<file path="config.mk">
export PLATFORM = sky130hd
export DESIGN_NAME = ram_arbiter
export DESIGN_NICKNAME = d
export VERILOG_FILES = /design/src/rtl/ram_arbiter.sv
export SDC_FILE = /design/constraint.sdc
export NUM_CORES = 1
export LEC_CHECK = 0
export CAP_MARGIN = 20
export CORE_MARGIN = 2
export CORE_UTILIZATION = 41
export CTS_BUF_LIST = sky130_fd_sc_hd__clkbuf_8
export CTS_CLUSTER_SIZE = 10
export DETAILED_ROUTE_END_ITERATION = 7
export HOLD_SLACK_MARGIN = 0.02
export PLACE_DENSITY = 0.8
export SETUP_SLACK_MARGIN = 0.05
export SYNTH_ARGS = -nofsm -noshare
export SYNTH_HDL_FRONTEND = slang
export SYNTH_SLANG_ARGS = --single-unit
</file>
<file path="constraint.sdc">
create_clock -name clk -period 2.47 [get_ports clk]
set_input_delay 0.494 -clock clk [delete_from_list [all_inputs] [get_ports clk]]
set_output_delay 0.494 -clock clk [all_outputs]
set_load 0.05 [all_outputs]
</file>
<file path="src/rtl/ram_arbiter.sv">
// Shares the single external RAM port between instruction fetch and the data cache.
// Define ARB_RR_EN for round-robin tie-break; otherwise the cache always wins ties.
module ram_arbiter #(
   parameter int unsigned TIMEOUT = 255
) (
   input  logic        clk,
   input  logic        rst,
   input  logic        if_req_i,
   input  logic [31:0] if_addr_i,
   output logic [31:0] if_data_o,
   output logic        if_done_o,
   input  logic        mem_req_i,
   input  logic        mem_we_i,
   input  logic [3:0]  mem_sel_i,
   input  logic [31:0] mem_addr_i,
   input  logic [31:0] mem_data_i,
   output logic [31:0] mem_data_o,
   output logic        mem_done_o,
   output logic        err_o,
   output logic [31:0] ram_addr_o,
   output logic [31:0] ram_data_o,
   output logic        ram_we_o,
   output logic [3:0]  ram_sel_o,
   output logic        ram_ce_o,
   input  logic [31:0] ram_data_i,
   input  logic        ram_data_ready,
   output logic        stallreq_if_o,
   output logic        stallreq_mem_o
);

   typedef enum logic [1:0] {
      IDLE,
      BUSY_IF,
      BUSY_MEM,
      RESP
   } state_t;

   localparam logic [7:0] TMO = 8'(TIMEOUT);

   state_t      r_state;
   state_t      w_state_n;
   logic [31:0] r_addr;
   logic [31:0] w_addr_n;
   logic [31:0] r_wdata;
   logic [31:0] w_wdata_n;
   logic [31:0] r_rdata;
   logic [31:0] w_rdata_n;
   logic        r_we;
   logic        w_we_n;
   logic [3:0]  r_sel;
   logic [3:0]  w_sel_n;
   logic [7:0]  r_cnt;
   logic [7:0]  w_cnt_n;
   logic        r_err;
   logic        w_err_n;
   logic        r_gnt_mem;
   logic        w_gnt_mem_n;

   logic        w_grant;
   logic        w_pick_mem;
   logic        w_busy;
   logic        w_resp;

   assign w_grant = (r_state == IDLE) & (if_req_i | mem_req_i);

`ifdef ARB_RR_EN
   // Remembers who won the previous grant; reset to fetch so the first tie goes to the cache.
   logic r_last_mem;

   always_ff @(posedge clk) begin
      if (rst) begin
         r_last_mem <= 1'b0;
      end else if (w_grant) begin
         r_last_mem <= w_pick_mem;
      end
   end

   assign w_pick_mem = mem_req_i & (~if_req_i | ~r_last_mem);
`else
   assign w_pick_mem = mem_req_i;
`endif

   always_ff @(posedge clk) begin
      if (rst) begin
         r_state <= IDLE;
      end else begin
         r_state <= w_state_n;
      end
   end

   always_comb begin
      w_state_n   = r_state;
      w_addr_n    = r_addr;
      w_wdata_n   = r_wdata;
      w_rdata_n   = r_rdata;
      w_we_n      = r_we;
      w_sel_n     = r_sel;
      w_cnt_n     = r_cnt;
      w_err_n     = r_err;
      w_gnt_mem_n = r_gnt_mem;
      unique case (r_state)
         IDLE: begin
            if (w_grant) begin
               w_cnt_n     = '0;
               w_err_n     = 1'b0;
               w_gnt_mem_n = w_pick_mem;
               if (w_pick_mem) begin
                  w_state_n = BUSY_MEM;
                  w_addr_n  = mem_addr_i;
                  w_we_n    = mem_we_i;
                  w_sel_n   = mem_sel_i;
                  w_wdata_n = mem_data_i;
               end else begin
                  w_state_n = BUSY_IF;
                  w_addr_n  = if_addr_i;
                  w_we_n    = 1'b0;
                  w_sel_n   = 4'b1111;
                  w_wdata_n = '0;
               end
            end
         end
         BUSY_IF, BUSY_MEM: begin
            // Completion is checked before the watchdog so a late ack still wins.
            if (ram_data_ready) begin
               w_rdata_n = r_we ? 32'd0 : ram_data_i;
               w_state_n = RESP;
            end else if (r_cnt == TMO) begin
               w_rdata_n = '0;
               w_err_n   = 1'b1;
               w_state_n = RESP;
            end else begin
               w_cnt_n = r_cnt + 8'd1;
            end
         end
         RESP: begin
            w_state_n = IDLE;
         end
         default: begin
            w_state_n = IDLE;
         end
      endcase
   end

   always_ff @(posedge clk) begin
      if (rst) begin
         r_addr    <= '0;
         r_wdata   <= '0;
         r_rdata   <= '0;
         r_we      <= 1'b0;
         r_sel     <= '0;
         r_cnt     <= '0;
         r_err     <= 1'b0;
         r_gnt_mem <= 1'b0;
      end else begin
         r_addr    <= w_addr_n;
         r_wdata   <= w_wdata_n;
         r_rdata   <= w_rdata_n;
         r_we      <= w_we_n;
         r_sel     <= w_sel_n;
         r_cnt     <= w_cnt_n;
         r_err     <= w_err_n;
         r_gnt_mem <= w_gnt_mem_n;
      end
   end

   assign w_busy = (r_state == BUSY_IF) | (r_state == BUSY_MEM);
   assign w_resp = (r_state == RESP);

   assign ram_ce_o   = w_busy;
   assign ram_addr_o = w_busy ? r_addr : 32'd0;
   assign ram_data_o = w_busy ? r_wdata : 32'd0;
   assign ram_we_o   = w_busy & r_we;
   assign ram_sel_o  = w_busy ? r_sel : 4'd0;

   assign if_done_o  = w_resp & ~r_gnt_mem;
   assign mem_done_o = w_resp & r_gnt_mem;
   assign err_o      = w_resp & r_err;
   assign if_data_o  = if_done_o ? r_rdata : 32'd0;
   assign mem_data_o = mem_done_o ? r_rdata : 32'd0;

   assign stallreq_if_o  = if_req_i & ~if_done_o;
   assign stallreq_mem_o = mem_req_i & ~mem_done_o;

endmodule

</file>
==> results.toml <==
[routing]
via_per_inst = 5.38
route.detailed.drc = 0
routed_wl_mm = 18.3
drtIter0Drc = 339
vias = 5515
drtAntennaViolNets = 0
first_pass_iters = 5
wl_per_cell_um = 17.8

[synthesis]
synth_top_family_by_area = "simple AND/OR/NAND/NOR gates"
synthXorXnorAreaFrac_pct = 0
post_synth_instance_area_um2 = 5210
postSynthAreaPerCell_um2 = 8.96
ys.flop_type = "dfxtp_1"
synth_warnings = 0
ys_seq_area_share_pct = 43.4
syn_inst = 582
synth_edf_count = 0
synth_seq_cells = 113
yosys.cell_types.count = 42
synthArstFlopShare_pct = 0
synthMuxAreaShare_pct = 6.14
synthAdderAreaFrac_pct = 0.720
synth_fp_nets = 723
synthSimpleGateAreaFrac_pct = 25.9
synth_compound_gate_area_share_pct = 19.3

[timing]
drv_slew = 0
hold_viol_final = 0
relSlewSlack_pct = 68.3
tightest_slew_ns = 0.475
setup_violations = 0
period_needed_ns = 2.34
finalCritPeriodShare_pct = 94.6
hold-worst-slack_ns = 0.492
rsz0062_at_grt = "no"
skew_ns = 0.0118
tns_ns = 0
fmax_ghz = 0.428
fin_ws_ns = 0.134

[pwr]
power_density_nw_per_um2 = 976
leakagePower_nw = 4.12
peakVddDrop_v = 0.000681

[cells_and_area]
area_growth_pct = 92.5
drive_gt1_share_pct = 29.2
diodes = 0
layout_common_cells = "buf_12 (141), clkdlybuf4s50_1 (135), dfxtp_1 (113)"
stdcell_area_um2 = 10000
stdcell_count = 1025
layout_commonest_cell = "buf_12"
final_nets = 981

[die]
fp.dieW_um = 117
dieArea_um2 = 13600
io_pins = 277
die_h_um = 117
rows = 41
coreArea_um2 = 12500
start_util_pct = 41.7

[placed_design]
place_congestion = 0.833
place_inst = 990
dpl-instance-area_um2 = 9550
dp_hpwl_mm = 13.3
place.port_buffers = 276
pre_cts_slack_ns = 0.292

[cts]
cts-buffers-inserted = 17
clock_path_buffers = 2
cts_tree = "built"
path_clk_slew_ns = 0.06
cts-root-buf = "clkbuf_8"
clk_latency_ns = 0.42
clock_sinks = 113
cts_max_level = 4

[setup_path]
critical_path_class = "register to primary output"
end_kind = "primary output"
startpoint_type = "register"
cp_slowest_cell = "dfxtp_1"
path_delay_family = "buffers and inverters"
slowest_delay_ns = 0.38
crit_arrival_ns = 1.84
crit_buf_inv = 2
crit_fanout = 34
crit_required_ns = 1.98
cp_cell_sequence = "ha_1 -> buf_4 -> and2_1 -> nor2b_2 -> buf_12"

[worst_hold_path]
holdCritPathClass = "register to register"

[outcome]
status = "completed"

[global_routing]
grt_usage_pct = 26.5
grt_pass1_vias = 5554
antenna_found_initial = 0
grt_pass1_wl_mm = 28.3
gr-total-overflow = 0
grt_max_degree = 70

[run]
maxCapViolations = 0
==> cell usage after synthesis, types with 2 or more instances <==
library cell	n	share of area, %
a21oi_1	6	0.58
a22o_1	32	5.4
nor2b_1	5	0.60
a22oi_1	33	4.8
nor3_1	8	0.77
a31oi_1	4	0.48
buf_2	16	1.5
and3_1	33	4.0
nand2_1	5	0.36
o21ai_0	8	0.77
o21a_1	2	0.29
mux2i_1	32	6.1
a211oi_1	34	4.9
and2_1	104	12
ha_1	3	0.72
nand3b_1	3	0.43
clkbuf_1	35	2.5
nor2_1	75	5.4
or4_1	3	0.43
inv_1	3	0.22
dfxtp_1	113	43
o31ai_1	2	0.29
nand3_1	4	0.38
==> path summary, 6_finish.rpt <==
check / startpoint / to / slack [ns] / cells after the start
worst max register to register: r_state[1]$_SDFFE_PP0P_ / r_cnt[4]$_SDFFE_PP0P_ / 0.45 / 7
worst min-delay path: r_addr[1]$_SDFFE_PP0P_ / r_addr[1]$_SDFFE_PP0P_ / 0.49 / 2
worst min register to register: r_addr[1]$_SDFFE_PP0P_ / r_addr[1]$_SDFFE_PP0P_ / 0.49 / 2
worst max-delay path: r_state[1]$_SDFFE_PP0P_ / stallreq_mem_o / 0.13 / 5
==> what timing repair did <==
action	in CTS	in global routing
setup buffers	0	3
hold buffers	0	0
pin swaps	0	1
resized for setup	1	3
endpoints found under the setup margin	69	82
==> stage by stage <==
stage               total power, mW  util, %
detailed placement             7.71     76.3
floorplan                      5.46        -
CTS                            9.74     79.9
finish                         9.80     80.2
global route                   10.3     80.2
global placement               7.54     76.3
==> layout make-up <==
type	count	area [um^2]
Timing Repair Buffer	292	4290
Multi-Input combinational cell	413	2810
Fill cell	737	2480
Sequential cell	113	2260
Clock buffer	21	289
Tap cell	172	215
Clock inverter	11	159
Inverter	3	11.3
==> registers in the layout, summed over array words and instances (netlist names) <==
register   count
r_gnt_mem      1
r_we           1
r_state        2
r_sel          4
r_err          1
r_wdata       32
r_addr        32
r_rdata       32
r_cnt          8
==> tightest hold or removal path: stages, from the launching register on <==
cell and delay, ns:
dfxtp_1 0.30, nor2_1 0.09, a211oi_1 0.05
==> power breakdown <==
group          switching [mW]  total [mW]  internal (mW)
registers               0.251        2.51           2.25
clock network           0.737        1.93           1.20
logic                    3.01        5.36           2.35
total                    4.00        9.80           5.80
==> cells by family (layout without fill, tap and decap cells) <==
kind of cell / Yosys count / count (layout)
and+or+nand+nor: 247 / 247
buffers and inverters: 56 / 327
AOI/OAI and AO/OA: 131 / 131
DFF: 113 / 113
adders and majority gates: 3 / 3
muxes: 32 / 32
==> routing by layer <==
layer	global-route usage, %	wire, um	vias up
met3	9.08	1520	42
met5	0	0	-
met2	49.0	9720	266
met1	27.4	6490	2621
met4	10.4	517	0
li1	-	-	2586
Note: power is estimated with default switching activity, not from simulation.
